**src/rtl/wb_write_queue.sv**
```systemverilog
// Write-back request queue feeding the register file write port; optional forwarding scan under `WBQ_FORWARD_EN`.
// Latency: a push at edge N presents on rf_we/write_reg/write_data during cycle N+1.
// Backpressure: in_ready drops only when full (registered count); rf_ready=0 holds the head entry stable.
module wb_write_queue #(
    parameter int DEPTH = 4,
    parameter int AW    = 4,
    parameter int DW    = 32
) (
    input  logic                   clk,
    input  logic                   rst_n,
    input  logic                   in_valid,
    output logic                   in_ready,
    input  logic [AW-1:0]          in_reg,
    input  logic [DW-1:0]          in_data,
    output logic                   rf_we,
    input  logic                   rf_ready,
    output logic [AW-1:0]          write_reg,
    output logic [DW-1:0]          write_data,
    input  logic [AW-1:0]          rd_addr,
    output logic                   rd_hit,
    output logic [DW-1:0]          rd_data,
    output logic [$clog2(DEPTH):0] count
);
    localparam int PW = $clog2(DEPTH);
    localparam int CW = PW + 1;

    logic [AW-1:0] reg_q  [DEPTH];
    logic [AW-1:0] reg_d  [DEPTH];
    logic [DW-1:0] data_q [DEPTH];
    logic [DW-1:0] data_d [DEPTH];
    logic [DEPTH-1:0] vld_q, vld_d;
    logic [PW-1:0] head_q, head_d, tail_q, tail_d;
    logic [CW-1:0] count_q, count_d;
    logic push_en, pop_en;

    assign in_ready   = (count_q != CW'(DEPTH));
    assign rf_we      = (count_q != '0);
    assign write_reg  = reg_q[head_q];
    assign write_data = data_q[head_q];
    assign count      = count_q;

    always_comb begin
        reg_d   = reg_q;
        data_d  = data_q;
        vld_d   = vld_q;
        head_d  = head_q;
        tail_d  = tail_q;
        count_d = count_q;
        // Register 0 is hardwired zero: the handshake completes but nothing is stored.
        push_en = in_valid && in_ready && (in_reg != '0);
        pop_en  = rf_we && rf_ready;
        if (push_en) begin
            reg_d[tail_q]  = in_reg;
            data_d[tail_q] = in_data;
            vld_d[tail_q]  = 1'b1;
            tail_d         = tail_q + PW'(1);
        end
        if (pop_en) begin
            vld_d[head_q] = 1'b0;
            head_d        = head_q + PW'(1);
        end
        if (push_en && !pop_en) begin
            count_d = count_q + CW'(1);
        end else if (!push_en && pop_en) begin
            count_d = count_q - CW'(1);
        end
    end

    always_ff @(posedge clk or negedge rst_n) begin
        if (!rst_n) begin
            for (int i = 0; i < DEPTH; i++) begin
                reg_q[i]  <= '0;
                data_q[i] <= '0;
            end
            vld_q   <= '0;
            head_q  <= '0;
            tail_q  <= '0;
            count_q <= '0;
        end else begin
            reg_q   <= reg_d;
            data_q  <= data_d;
            vld_q   <= vld_d;
            head_q  <= head_d;
            tail_q  <= tail_d;
            count_q <= count_d;
        end
    end

`ifdef WBQ_FORWARD_EN
    logic [PW-1:0] fwd_idx;

    // Walk oldest to newest from the head so the newest match overwrites older ones.
    always_comb begin
        rd_hit  = 1'b0;
        rd_data = '0;
        fwd_idx = head_q;
        if (rd_addr != '0) begin
            for (int i = 0; i < DEPTH; i++) begin
                fwd_idx = head_q + PW'(i);
                if (vld_q[fwd_idx] && (reg_q[fwd_idx] == rd_addr)) begin
                    rd_hit  = 1'b1;
                    rd_data = data_q[fwd_idx];
                end
            end
        end
    end
`else
    logic unused_rd_addr;

    assign unused_rd_addr = ^rd_addr;
    assign rd_hit         = 1'b0;
    assign rd_data        = '0;
`endif

endmodule

```
**config.mk**
```make
export PLATFORM = sky130hd
export DESIGN_NAME = wb_write_queue
export DESIGN_NICKNAME = d
export VERILOG_FILES = /design/src/rtl/wb_write_queue.sv
export SDC_FILE = /design/constraint.sdc
export NUM_CORES = 1
export LEC_CHECK = 0
export BUFFER_PORTS_ARGS = -buffer_cell sky130_fd_sc_hd__buf_4
export CAP_MARGIN = 20
export CORE_MARGIN = 2
export CORE_UTILIZATION = 55
export DETAILED_ROUTE_END_ITERATION = 10
export PLACE_DENSITY = 0.87
export SLEW_MARGIN = 5
export SYNTH_ARGS = -nofsm -noshare
export SYNTH_HDL_FRONTEND = slang
export SYNTH_SLANG_ARGS = --single-unit
```
**constraint.sdc**
```tcl
create_clock -name clk -period 4.4 [get_ports clk]
set_input_delay 0.88 -clock clk [delete_from_list [all_inputs] [get_ports clk]]
set_output_delay 0.88 -clock clk [all_outputs]
set_load 0.05 [all_outputs]
```
==> results of run 1 <==
==> cells in the mapped netlist, drive strengths merged <==
library cell,n,area share [%]
ha,5,0.84
or3b,1,0.12
clkbuf,2,0.10
mux4,36,11
or3,1,0.084
and2,1,0.12
nand2,1,0.050
nand3,5,1.0
o41a,1,0.28
buf,52,7.0
xor2,2,0.23
nor2,1,0.050
inv,3,0.15
dfrtp,151,50
xnor2,4,0.47
fa,1,0.27
conb,1,0.050
mux2,146,28
==> critical path: stages, from the launching register on <==
cell and delay [ps]:
dfrtp_2 870, buf_12 280, mux4_2 560, buf_4 210
==> kinds of logic (layout without fill, tap and decap cells) <==
logic type / Yosys count / in the layout / synth area share, %
mux: 182 / 182 / 38.78
flops: 151 / 151 / 50.44
buf+inv: 57 / 114 / 7.216
simple gates: 10 / 10 / 1.420
fa+ha+maj: 6 / 6 / 1.102
xor+xnor: 6 / 6 / 0.7015
other cells: 1 / 33 / 0.05006
compound gates: 1 / 1 / 0.2839
==> path summary, 6_finish.rpt <==
| check | slack, ps | cells after the start | start | to |
|---|---|---|---|---|
| min | 490 | 1 | rst_n | data_q[88]$_DFFE_PN0P_ |
| min reg2reg | 500 | 1 | reg_q[5]$_DFFE_PN0P_ | reg_q[5]$_DFFE_PN0P_ |
| max in group asynchronous | 2910 | 2 | rst_n | data_q[47]$_DFFE_PN0P_ |
| min in group clk | 500 | 1 | reg_q[5]$_DFFE_PN0P_ | reg_q[5]$_DFFE_PN0P_ |
| max reg2reg | 2060 | 6 | count[0]$_DFFE_PN0P_ | count[1]$_DFFE_PN0P_ |
| max | 1180 | 3 | head_q[0]$_DFFE_PN0P_ | write_data[31] |
==> metrics by stage <==
stage | hold WS [ps] | instance area, sq um | utilization (%) | instances | worst slack [ps]
floorplan | 473.9 | 7611 | - | 446 | 1749
global placement | 481.9 | 7944 | 59.75 | 651 | 1542
detailed placement | 487.1 | 7944 | 59.75 | 651 | 1535
CTS | 499.9 | 8472 | 63.72 | 679 | 1097
global route | 513.2 | 8472 | 63.72 | 679 | 1001
finish | 494.1 | 8472 | 63.72 | 679 | 1175
==> final cells by class <==
cell class,instances,area [sq um]
clock buffers,23,478.0
clock inverters,5,50.05
fillers,931,4823
inverters,3,11.26
multi-input cells,238,3292
flip-flops and latches,151,3781
well taps,176,220.2
repair buffers,83,639.4
==> placed cells by master, fill, tap and decap left out, types with 3 or more instances in the layout <==
cell type / Yosys / final
dfrtp_1: 151 / 149
xnor2_1: 4 / 4
clkbuf_16: 0 / 17
mux2_4: 120 / 120
nand3_4: 4 / 4
mux2_2: 26 / 26
conb_1: 1 / 33
clkbuf_1: 2 / 3
buf_4: 33 / 81
clkbuf_8: 0 / 3
clkinv_2: 0 / 4
ha_1: 5 / 5
mux4_2: 36 / 36
inv_1: 3 / 3
==> state kept, by name, summed over array words and instances (netlist names) <==
register,count
tail_q,2
data_q,128
count,3
reg_q,16
head_q,2
==> layer usage <==
layer | vias up | global-route usage (%)
met5 | - | 0
met4 | 0 | 7.485
met3 | 18 | 5.189
met2 | 84 | 31.64
met1 | 1970 | 27.28
li1 | 1603 | -
==> results_dict.tcl, run 1 <==
set metrics [dict create \
    coreArea_sq_um 13300 \
    grt_pass1_vias 4110 \
    cts_buffers 17 \
    ioPinCount 118 \
    detail_route.vias_per_cell 5.412 \
    rsz0062_at_grt "no" \
    worst_pin_slew_ps 1028 \
    die_h_um 120.7 \
    dp_hpwl_um 8509 \
    syn_area_sq_um 7491 \
    fin_setup_tns_ps 0 \
    antenna_found_initial 0 \
    gr-total-overflow 0 \
    areaGrowthSynthToFinish_pct 13.10 \
    drtIter0Drc 181 \
    met3_wirelength_um 522 \
    clk-insertion-delay-late_ps 420 \
    fin_worst_skew_ps 8.512 \
    avgSynthCellArea_sq_um 18.09 \
    finalCriticalPeriod_ps 3225 \
    synth_cell_type_count 23 \
    synth-seq-area-share_pct 50.44 \
    cts.sinks 151 \
    cp.required_ps 3520 \
    row_count 42 \
    initial_core_util_pct 56.34 \
    fmax_mhz 310.1 \
    layout_worst_path_cycle_share_pct 73.29 \
    antenna_cells 0 \
    cap_violations 0 \
    vias 3675 \
    place_congestion 0.7391 \
    routed.top_layer "met4" \
    grt_usage_pct 20.15 \
    cts_tree "done" \
    crit_type "flip-flop to output port" \
    dr_wl_met2_um 6622 \
    fp.dieArea_sq_um 14570 \
    cts_root_buf "clkbuf_16" \
    wl_met1_um 6146 \
    routedWlPerCell_um 19.85 \
    post-cts-setup-buffers 0 \
    worst-path-max-fanout 22 \
    start_kind "flip-flop" \
    drt-total-wl_um 13480 \
    clk_pin_slew_ps 60 \
    cts-resized-gates 0 \
    slew_viol_final 0 \
    yosys_warnings 0 \
    slew_headroom_pct 31.48 \
    synthCells 414 \
    die_w_um 120.7 \
    drc_errors 0 \
    ant_nets 0 \
    ys_seq_elements 151 \
    final_nets 544 \
    htreeDepth 4 \
    grt_pass1_wl_um 22190 \
    port_buffers 80 \
    hold_viol 0 \
    grt_max_degree 83 \
    worstSetupEndpointType "output port" \
    final_layout_size_suffix_gt1_share_pct 59.24 \
    cts_hold_buf 0 \
    arrival_ps 2340 \
    first_pass_iters 4 \
    hold_path.class "input port to asynchronous set/reset pin" \
    status "finished clean" \
    setup_viol 0 \
    cts.path.max_buffers 2 \
]
Power of run 1 is left out: the tool's default activity adds up to more than one toggle a clock period on the data nets, which glitch-free logic cannot reach.
==> run 2, diff against run 1 <==
CORE_UTILIZATION = 51   (was 55)
PLACE_DENSITY = 0.85   (was 0.87)
clock period = 2.9 ns   (was 4.4 ns; I/O delays follow)
==> run 2 against run 1 <==
Effect of this change:
- critical path depth did not move
- clock skew fell by 1.7 ps
- utilization fell by 3.2 points
- sequential cell count did not move
- setup slack got worse by 960 ps
- via count rose by 3.0%
- non-clock buffer count rose by 14
- first-iteration DRC count fell by 1.7%
- highest routed layer unchanged
==> results_dict.tcl, run 2 (same netlist as run 1, synthesis figures left out) <==
set metrics [dict create \
    multiInputGateArea_sq_um 3292 \
    worst_pin_slew_ps 596.9 \
    antenna_cells 0 \
    hold_path.class "input port to asynchronous set/reset pin" \
    ioPinCount 118 \
    port_buffers 80 \
    cts_tree "done" \
    gr-total-overflow 0 \
    crit_type "flip-flop to output port" \
    row_count 44 \
    hold_viol 0 \
    post-cts-setup-buffers 0 \
    worst-path-max-fanout 16 \
    cts_buffers 17 \
    final_layout_size_suffix_gt1_share_pct 61.15 \
    arrival_ps 2100 \
    cp_top_family "flip-flops" \
    drt-total-wl_um 14180 \
    die_h_um 125.2 \
    cp.required_ps 2320 \
    die_w_um 125.2 \
    final_nets 558 \
    ff2ff_setup_slack_ps 700 \
    rsz0062_at_grt "no" \
    ff2ff_path_depth 5 \
    setup_viol 0 \
    coreArea_sq_um 14420 \
    mostFrequentLayoutCell "dfrtp_1" \
    cpPeakStageDelay_ps 650 \
    worstSetupEndpointType "output port" \
    clk_pin_slew_ps 60 \
    status "finished clean" \
    finalCriticalPeriod_ps 2682 \
    first_pass_iters 4 \
    htreeDepth 4 \
    fin_setup_tns_ps 0 \
    grt_max_degree 69 \
    crit_chain "buf_12 > mux4_2 > buf_4" \
    fmax_mhz 372.8 \
    largest_reg_flops 128 \
    regMostFlops "data_q" \
    cts_hold_buf 0 \
    ant_nets 0 \
    place_congestion 0.7138 \
    startpoint "head_q[0]$_DFFE_PN0P_" \
    cts-resized-gates 0 \
    vias 3785 \
    slew_viol_final 0 \
    antenna_found_initial 0 \
    grt_pass1_wl_um 23380 \
    crit_slowest_cell "dfrtp_2" \
    areaGrowthSynthToFinish_pct 16.52 \
    initial_core_util_pct 51.93 \
    fp.dieArea_sq_um 15670 \
    cap_violations 0 \
    detail_route.vias_per_cell 5.376 \
    crit_cells 3 \
    grt_usage_pct 19.29 \
    slew_headroom_pct 60.21 \
    fill_cells 1070 \
    final_cell_mix "dfrtp_1 (149), mux2_4 (120), buf_4 (89), mux4_2 (36), conb_1 (33)" \
    cts.sinks 151 \
    seqCellArea_sq_um 3781 \
    cts_root_buf "clkbuf_16" \
    fin_worst_skew_ps 6.815 \
    worstSetupEndpoint "write_data[22]" \
    dp_hpwl_um 9329 \
    drtIter0Drc 178 \
    grt_pass1_vias 4175 \
    routedWlPerCell_um 20.14 \
    layout_worst_path_cycle_share_pct 92.49 \
    rr_startpoint "count[1]$_DFFE_PN0P_" \
    start_kind "flip-flop" \
    crit_buf_inv 2 \
    r2r_end "data_q[8]$_DFFE_PN0P_" \
    cts.path.max_buffers 2 \
    drc_errors 0 \
    clk-insertion-delay-late_ps 420 \
]
## run 2: changes by cell type in the layout (fill, tap and decap cells not counted)
cell | before | now
clkbuf_8 | 3 | 1
bufinv_16 | 1 | 3
buf_12 | 1 | 7
buf_4 | 81 | 89
clkinv_4 | 0 | 1
clkinv_2 | 4 | 5
clkbuf_1 | 3 | 0
inv_6 | 0 | 1
clkinvlp_4 | 0 | 3
## run 2: area by class of cell
class                           count  area share (%)
Timing Repair Buffer               97           9.389
Clock buffer                       18           5.032
Tap cell                          184           2.638
Sequential cell                   151           43.32
Multi-Input combinational cell    238           37.72
Clock inverter                     13           1.778
Inverter                            3          0.1290
## run 2: worst reg2reg max path: stages, from the launching register on
cell and delay (ps):
dfrtp_1 430, or3b_1 440, buf_4 210, nand3_4 430
buf_4 280, mux2_4 310
## run 2: routing by layer
layer	vias up	GRT usage (%)	wire length, um
li1	1631	-	-
met1	2050	26.43	6339
met2	92	30.50	7095
met3	12	5.563	601
met4	0	5.294	140
met5	-	0	0
## run 2: through the flow
step | utilization (%) | setup WS (ps) | hold WS [ps] | std cells | cell area [sq um]
finish | 60.51 | 217.9 | 143.8 | 704 | 8728
global route | 60.51 | 132.8 | 180.5 | 704 | 8728
CTS | 60.51 | 169.4 | 161.3 | 704 | 8728
detailed placement | 56.39 | 322.8 | 488.6 | 673 | 8134
global placement | 56.39 | 331.6 | 480.7 | 673 | 8134
floorplan | - | 356.6 | 284.4 | 446 | 7611
## run 2: worst min-delay path by stage
stage	from	cells past startpoint	slack [ps]	to
3_5_place_dp	data_q[53]$_DFFE_PN0P_	1	490	data_q[53]$_DFFE_PN0P_
5_1_grt	rst_n	1	180	data_q[63]$_DFFE_PN0P_
2_1_floorplan	rst_n	0	280	count[0]$_DFFE_PN0P_
6_report	rst_n	1	140	data_q[63]$_DFFE_PN0P_
4_1_cts	rst_n	1	160	data_q[96]$_DFFE_PN0P_
3_3_place_gp	data_q[33]$_DFFE_PN0P_	1	480	data_q[33]$_DFFE_PN0P_
Power of run 2 is left out for the same reason.
